**src/rtl/xf100_exu_dispatch.sv**
```systemverilog
// EXU dispatch: accepts decoded ops, blocks RAW/WAW hazards via a per-register scoreboard,
// and holds one issued op toward the ALU. Optional writeback bypass: XF100_DISP_WB_BYPASS_EN.
module xf100_exu_dispatch #(
  parameter int XLEN       = 32,
  parameter int RFIDX_W    = 5,
  parameter int ALU_INFO_W = 1
) (
  input  logic                  clk,
  input  logic                  rst_n,
  input  logic                  disp_i_valid,
  output logic                  disp_o_ready,
  input  logic                  disp_i_alu_op,
  input  logic [ALU_INFO_W-1:0] disp_i_alu_info,
  input  logic                  disp_i_rs1_en,
  input  logic                  disp_i_rs2_en,
  input  logic                  disp_i_rd_en,
  input  logic [RFIDX_W-1:0]    disp_i_rs1_idx,
  input  logic [RFIDX_W-1:0]    disp_i_rs2_idx,
  input  logic [RFIDX_W-1:0]    disp_i_rd_idx,
  output logic [RFIDX_W-1:0]    disp_o_rf_rs1_idx,
  output logic [RFIDX_W-1:0]    disp_o_rf_rs2_idx,
  input  logic [XLEN-1:0]       disp_i_rf_rs1_dat,
  input  logic [XLEN-1:0]       disp_i_rf_rs2_dat,
  output logic                  disp_o_alu_valid,
  input  logic                  disp_i_alu_ready,
  output logic [ALU_INFO_W-1:0] disp_o_alu_info,
  output logic [XLEN-1:0]       disp_o_alu_op1,
  output logic [XLEN-1:0]       disp_o_alu_op2,
  output logic                  disp_o_alu_rd_en,
  output logic [RFIDX_W-1:0]    disp_o_alu_rd_idx,
  input  logic                  disp_i_wb_valid,
  input  logic [RFIDX_W-1:0]    disp_i_wb_idx,
  input  logic [XLEN-1:0]       disp_i_wb_dat,
  output logic                  disp_o_illegal,
  output logic                  disp_o_busy
);
  localparam int NREG = 2 ** RFIDX_W;

  // x0 is hardwired clean, so only bits 1..NREG-1 are stored
  logic [NREG-1:1]       r_sb;
  logic [NREG-1:0]       w_sb;
  logic [NREG-1:1]       w_sb_set;
  logic [NREG-1:1]       w_sb_clr;
  logic                  w_haz_rs1;
  logic                  w_haz_rs2;
  logic                  w_haz_rd;
  logic                  w_hazard;
  logic                  w_accept;
  logic                  w_issue;
  logic [XLEN-1:0]       w_op1;
  logic [XLEN-1:0]       w_op2;
  logic                  r_alu_valid;
  logic                  r_alu_rd_en;
  logic                  r_illegal;
  logic [ALU_INFO_W-1:0] r_alu_info;
  logic [XLEN-1:0]       r_alu_op1;
  logic [XLEN-1:0]       r_alu_op2;
  logic [RFIDX_W-1:0]    r_alu_rd_idx;

  assign w_sb     = {r_sb, 1'b0};
  assign w_haz_rd = disp_i_rd_en & w_sb[disp_i_rd_idx];

`ifdef XF100_DISP_WB_BYPASS_EN
  logic w_byp1;
  logic w_byp2;

  assign w_byp1    = disp_i_wb_valid & (disp_i_wb_idx == disp_i_rs1_idx) & (disp_i_rs1_idx != '0);
  assign w_byp2    = disp_i_wb_valid & (disp_i_wb_idx == disp_i_rs2_idx) & (disp_i_rs2_idx != '0);
  assign w_haz_rs1 = disp_i_rs1_en & w_sb[disp_i_rs1_idx] & ~w_byp1;
  assign w_haz_rs2 = disp_i_rs2_en & w_sb[disp_i_rs2_idx] & ~w_byp2;
  assign w_op1     = !disp_i_rs1_en ? '0 : (w_byp1 ? disp_i_wb_dat : disp_i_rf_rs1_dat);
  assign w_op2     = !disp_i_rs2_en ? '0 : (w_byp2 ? disp_i_wb_dat : disp_i_rf_rs2_dat);
`else
  logic w_unused_wb_dat;

  assign w_unused_wb_dat = ^disp_i_wb_dat;
  assign w_haz_rs1       = disp_i_rs1_en & w_sb[disp_i_rs1_idx];
  assign w_haz_rs2       = disp_i_rs2_en & w_sb[disp_i_rs2_idx];
  assign w_op1           = disp_i_rs1_en ? disp_i_rf_rs1_dat : '0;
  assign w_op2           = disp_i_rs2_en ? disp_i_rf_rs2_dat : '0;
`endif

  assign w_hazard     = disp_i_valid & (w_haz_rs1 | w_haz_rs2 | w_haz_rd);
  assign disp_o_ready = ~w_hazard & (~r_alu_valid | disp_i_alu_ready);
  assign w_accept     = disp_i_valid & disp_o_ready;
  assign w_issue      = w_accept & disp_i_alu_op;

  // set has priority over a same-cycle writeback to the same register
  for (genvar gi = 1; gi < NREG; gi++) begin : g_sb
    assign w_sb_set[gi] = w_issue & disp_i_rd_en & (disp_i_rd_idx == RFIDX_W'(gi));
    assign w_sb_clr[gi] = disp_i_wb_valid & (disp_i_wb_idx == RFIDX_W'(gi));
  end

  always_ff @(posedge clk or negedge rst_n) begin
    if (!rst_n) begin
      r_sb <= '0;
    end else begin
      r_sb <= (r_sb & ~w_sb_clr) | w_sb_set;
    end
  end

  always_ff @(posedge clk or negedge rst_n) begin
    if (!rst_n) begin
      r_alu_valid  <= 1'b0;
      r_alu_info   <= '0;
      r_alu_op1    <= '0;
      r_alu_op2    <= '0;
      r_alu_rd_en  <= 1'b0;
      r_alu_rd_idx <= '0;
      r_illegal    <= 1'b0;
    end else begin
      r_illegal <= w_accept & ~disp_i_alu_op;
      if (w_issue) begin
        r_alu_valid  <= 1'b1;
        r_alu_info   <= disp_i_alu_info;
        r_alu_op1    <= w_op1;
        r_alu_op2    <= w_op2;
        r_alu_rd_en  <= disp_i_rd_en;
        r_alu_rd_idx <= disp_i_rd_idx;
      end else if (disp_i_alu_ready) begin
        r_alu_valid <= 1'b0;
      end
    end
  end

  assign disp_o_rf_rs1_idx = disp_i_rs1_idx;
  assign disp_o_rf_rs2_idx = disp_i_rs2_idx;
  assign disp_o_alu_valid  = r_alu_valid;
  assign disp_o_alu_info   = r_alu_info;
  assign disp_o_alu_op1    = r_alu_op1;
  assign disp_o_alu_op2    = r_alu_op2;
  assign disp_o_alu_rd_en  = r_alu_rd_en;
  assign disp_o_alu_rd_idx = r_alu_rd_idx;
  assign disp_o_illegal    = r_illegal;
  assign disp_o_busy       = (|r_sb) | r_alu_valid;

endmodule
```
**config.mk**
```make
export PLATFORM = sky130hd
export DESIGN_NAME = xf100_exu_dispatch
export DESIGN_NICKNAME = d
export VERILOG_FILES = /design/src/rtl/xf100_exu_dispatch.sv
export SDC_FILE = /design/constraint.sdc
export NUM_CORES = 1
export LEC_CHECK = 0
export BUFFER_PORTS_ARGS = -buffer_cell sky130_fd_sc_hd__buf_4
export CAP_MARGIN = 20
export CORE_ASPECT_RATIO = 0.8
export CORE_MARGIN = 2
export CORE_UTILIZATION = 30
export DETAILED_ROUTE_END_ITERATION = 8
export GPL_ROUTABILITY_DRIVEN = 0
export HOLD_SLACK_MARGIN = 0.08
export PLACE_DENSITY = 0.57
export RECOVER_POWER = 50
export SYNTH_ARGS = -nofsm -noshare
export SYNTH_HDL_FRONTEND = slang
export SYNTH_SLANG_ARGS = --single-unit
```
**constraint.sdc**
```tcl
create_clock -name clk -period 6.9 [get_ports clk]
set_clock_uncertainty 0.1 [all_clocks]
set_input_delay 0.345 -clock clk [delete_from_list [all_inputs] [get_ports clk]]
set_output_delay 0.345 -clock clk [all_outputs]
set_load 0.01 [all_outputs]
```
# After elaboration in Yosys (flattened, before gate mapping)
# Index checks and enable logic that the tools add are counted.
dict set report op_classes {
  order_cmp 3
  n_mux 10
  n_reduce_logical 2
  n_eq_ne 62
  bitwise 81
}
# operator count
set op_table {}
lappend op_table {{== test 5 bit (second input constant)} 32}
lappend op_table {{== test 5 x 4 -> 1 bit (second input constant)} 16}
lappend op_table {{AND 1 bit} 71}
lappend op_table {{two-way mux 32 bit} 2}
lappend op_table {{== test 5 x 3 -> 1 bit (second input constant)} 8}
lappend op_table {{AND 31 bit} 1}
lappend op_table {{NOT 31 bit} 1}
lappend op_table {{bitwise OR 31 bit} 1}
lappend op_table {{OR reduction 31 bit} 1}
lappend op_table {{== test 5 x 2 -> 1 bit (second input constant)} 4}
lappend op_table {{< comparator 5 x 6 -> 1 bit (second input constant)} 3}
lappend op_table {{binary-select mux 1 bit (select 5 bit)} 3}
lappend op_table {{== test 5 x 1 -> 1 bit (second input constant)} 2}
lappend op_table {{two-way mux 1 bit} 5}
lappend op_table {{bitwise OR 1 bit} 4}
lappend op_table {{NOT 1 bit} 3}
lappend op_table {{nonzero test 2 bit} 1}
dict set report word_totals {
  input_bits 126
  word_cells 166
  output_inout_bits 85
  ff_bits 104
}

# Depth between registers and ports, before layout
dict set report logic_depth {
  word_depth 13
  mapped_depth 10
  mapped_depth_nobuf 6
}

# Worst setup path after synthesis
# Ideal clock, no wire load.
dict set report synth_path {
  path_kind {input-to-reg}
  startpoint {input port disp_i_rd_idx[0]}
  endpoint {register r_alu_op1[10], in the netlist disp_o_alu_op1[10]}
  cell_stages 9
  arrival_time_ns 2.198
  t_required_ns 6.669
  path_buffers 3
  slack_ns 4.471
  setup_time_ns 0.131
  path_cell_list {buf_2 mux4_2 nand4_1 nand4_1 a311oi_2 nand4_1 buf_2 buf_2 mux2i_1}
}
dict set report synth_via {
  elab_chain_cells 9
}
# item line
set synth_lines {}
lappend synth_lines {{start: declaration} 19} ;# input logic [RFIDX_W-1:0] disp_i_rd_idx,
lappend synth_lines {{binary-select mux 1 bit (select 5 bit)} 61} ;# assign w_haz_rd = disp_i_rd_en & w_sb[disp_i_rd_idx];
lappend synth_lines {{two-way mux 1 bit (not written as such)} 61}
lappend synth_lines {{AND 1 bit} 61}
lappend synth_lines {{bitwise OR 1 bit} 83} ;# assign w_hazard = disp_i_valid & (w_haz_rs1 | w_haz_rs2 | w_haz_rd);
lappend synth_lines {{AND 1 bit} 83}
lappend synth_lines {{NOT 1 bit} 84} ;# assign disp_o_ready = ~w_hazard & (~r_alu_valid | disp_i_alu_ready);
lappend synth_lines {{AND 1 bit} 84}
lappend synth_lines {{AND 1 bit} 85} ;# assign w_accept = disp_i_valid & disp_o_ready;
lappend synth_lines {{AND 1 bit} 86} ;# assign w_issue = w_accept & disp_i_alu_op;
lappend synth_lines {{end signal: assignment} 116} ;# r_alu_op1 <= w_op1;
lappend synth_lines {{end: declaration} 56} ;# logic [XLEN-1:0] r_alu_op1;
# No other way between the ends. The select of a mux whose other input is x is not followed.
# A chain may end at the register's enable or synchronous reset.

==> impl_metrics.yaml <==
global_route:
  antenna_found_initial: 0
  globalRouteOverflowTotal: 0
  grt_pass1_vias: 4800
  grt_pass1_wl_um: 25900
  grt_use_total: 0.169
  grt_max_degree: 80
pwr:
  switching_power_mw: 0.594
  p_seq_frac: 0.447
  leakagePower_nw: 3.46
  power_density_nw_per_um2: 260
  power.share.clock: 0.302
  p_comb_frac: 0.251
  sw_frac_of_total: 0.326
  ir_drop_mv: 0.116
  internal_power_mw: 1.23
clock_network:
  htree_levels: 3
  clock-sinks: 104
  clk_pin_slew_ns: 0.07
  cts_resized: 0
  cts_made_buffers: 9
  clk_path_buf_depth: 2
  cts_tree: "built"
  ctsRootBufferMaster: "clkbuf_16"
  clk_latency_ns: 0.36
critical_path:
  path_cells: "dlygate4sd3_1 > clkbuf_1 > buf_4"
  rrSetupSlack_ns: 4.02
  slowest_stage: "clkbuf_1"
  rr_worst_depth: 8
  critical_path_arrival_ns: 3.91
  crit_fanout: 55
  crit_path_end: "disp_o_alu_op2[18]"
  crit_type: "input port to async pin"
  cpPeakStageDelay_ns: 2.16
  critPathLaunch: "rst_n"
  required_ns: 7.23
  end_kind: "async pin"
  cp-start-kind: "input port"
  r2r_end: "disp_o_alu_info"
  regToRegStartpoint: "r_sb[1]"
detailed_routing:
  drt_first_pass_iters: 5
  wire_per_inst_um: 17.4
  routed_wl_um: 16000
  ant_nets: 0
  dr.first_iter.drc_count: 269
  via_per_inst: 5.07
  post-route-drc-count: 0
  dr_total_vias: 4673
synthesis:
  netlist_area_um2: 5530
  synth-async-reset-ratio: 1.00
  synth-xor-area-share: 0
  yosys.cell_types.count: 38
  netlist_instances: 534
  syn_nets: 660
  synth_edf_count: 0
  synth_compound_area_frac: 0.0873
  synth_warnings: 0
  synth_top_area_cell: "dfrtp_1"
  synth-main-ff-cell: "dfrtp_1"
  synthMuxAreaShare: 0.224
  avgSynthCellArea_um2: 10.4
  synthSimpleGateAreaFrac: 0.134
  yosysSeqAreaShare: 0.470
  synth_fa_ha_area_frac: 0
  synth_top_family_by_area: "multiplexers"
  synth-seq-cells: 104
  synth_area_leaders: "dfrtp_1 (47%), mux2i_1 (13%), mux4_2 (6.9%), nand2_1 (5.1%), inv_1 (4.3%)"
  synth_top_cell_area_share: 0.470
timing:
  slew_headroom: -1.06
  rsz0062_at_grt: "false"
  layout_min_cycle_time_ns: 3.58
  setup_slack_ns: 3.32
  setup_viol: 0
  fin_crit_sh: 0.519
  tightest_slew_ns: 3.09
  hold_slack_ns: 0.127
  finalHoldViolCount: 0
  finalMaxSlewViolations: 56
  max_freq_ghz: 0.279
  fin_tns_setup_ns: 0
die:
  dieArea_um2: 19500
  core_um2: 18100
  io-pin-count: 211
  rows: 44
  die_w_um: 156
  fp.dieH_um: 125
  start_util: 0.305
finish:
  filler_cell_count: 1838
  n_antenna_cell: 0
  fin_area_um2: 7010
  multiInputGateArea_um2: 2460
  synthToLayoutAreaGrowth_pct: 26.7
  fin_nets: 812
  seqCellArea_um2: 2600
  drive_above_1_share: 0.211
place:
  io_buffers: 178
  hpwl_um: 11800
  post-place-ws_ns: 3.73
  place_area_um2: 6950
min_path:
  hold_path_class: "input port to register"
status:
  violations: "max-capacitance violations, max-slew violations"
  outcome: "complete, but fails checks"
flow_run:
  cap_viol_max_count: 1
## metal layers
metal / track usage / share of wire / vias up
li1: - / - / 2156
met4: 0.0540 / 0.016 / 0
met5: 0 / 0 / -
met2: 0.242 / 0.43 / 218
met3: 0.0562 / 0.10 / 19
met1: 0.241 / 0.45 / 2280
## power by group through the flow
stage | clock (mW) | sequential, mW | combinational, mW
2_1_floorplan | 0 | 0.857 | 0.217
3_3_place_gp | 0 | 0.821 | 0.539
3_5_place_dp | 0 | 0.828 | 0.549
4_1_cts | 0.572 | 0.818 | 0.550
5_1_grt | 0.592 | 0.834 | 0.509
6_report | 0.552 | 0.816 | 0.458
## timing repair
action	4_1_cts	5_1_grt
hold buffers	2	0
setup buffers	0	0
endpoints found under the hold margin	55	0
## worst min-delay path by stage
stage / startpoint / end / slack (ns) / cells after the start
after floorplan: rst_n / disp_o_alu_info / -0.05 / 0
after global placement: rst_n / disp_o_alu_rd_idx[1] / 0.35 / 1
after detailed placement: rst_n / disp_o_alu_rd_idx[1] / 0.36 / 1
after CTS: disp_i_alu_info / disp_o_alu_info / 0.11 / 2
after global routing: disp_i_alu_info / disp_o_alu_info / 0.11 / 2
final: disp_i_alu_info / disp_o_alu_info / 0.13 / 2
## through the flow
step / util / power, mW / instances
2_1_floorplan: - / 1.07 / 534
3_3_place_gp: 0.384 / 1.36 / 902
3_5_place_dp: 0.384 / 1.38 / 902
4_1_cts: 0.403 / 1.94 / 920
5_1_grt: 0.387 / 1.93 / 921
6_report: 0.387 / 1.82 / 921
## cell type report
cell class	count	share of cell area
well taps	230	0.0411
clock inverters	6	0.0121
clock buffers	10	0.0341
repair buffers	184	0.156
multi-input cells	323	0.351
inverters	64	0.0343
flip-flops and latches	104	0.371
## layout by cell type, fill, tap and decap left out, types with 8 or more instances in the layout
master	netlist	layout
nand2_1	75	75
o21ai_0	32	32
buf_4	11	97
mux4_2	17	17
clkbuf_1	16	84
dfrtp_1	104	104
nand2b_1	8	8
mux2i_1	72	72
mux2_2	12	12
nor2b_1	13	13
clkbuf_16	0	9
nand3_1	11	11
inv_1	64	64
o31ai_1	31	31
nor4_1	10	10
## cell usage after synthesis (3+ instances only)
| master | number |
|---|---|
| inv_1 | 64 |
| mux2i_1 | 72 |
| nand3_1 | 11 |
| nand4_1 | 7 |
| o31ai_1 | 31 |
| nand2b_1 | 8 |
| nand3b_1 | 6 |
| o21ai_0 | 32 |
| a2111oi_0 | 3 |
| buf_2 | 14 |
| nand2_1 | 75 |
| dfrtp_1 | 104 |
| clkbuf_1 | 16 |
| mux2_2 | 12 |
| nor4_1 | 10 |
| nor2_1 | 5 |
| buf_4 | 11 |
| mux4_2 | 17 |
| nor2b_1 | 13 |
## state kept, by name, summed over array words and instances, names as in the netlist
| name | cells |
|---|---|
| disp_o_alu_valid | 1 |
| disp_o_alu_rd_en | 1 |
| disp_o_alu_op1 | 32 |
| disp_o_alu_info | 1 |
| disp_o_illegal | 1 |
| disp_o_alu_rd_idx | 5 |
| disp_o_alu_op2 | 32 |
| r_sb | 31 |
## worst max-delay path: cells and delay by family
| family | cells | cell delay, ns |
|---|---|---|
| buffers and inverters | 3 | 3.51 |
## kinds of logic after synthesis
family,after synthesis
AO/OA/AOI/OAI,73
buffers and inverters,107
flip-flops,104
AND/OR/NAND/NOR,149
multiplexers,101
Power figures use the tool's default switching activity.
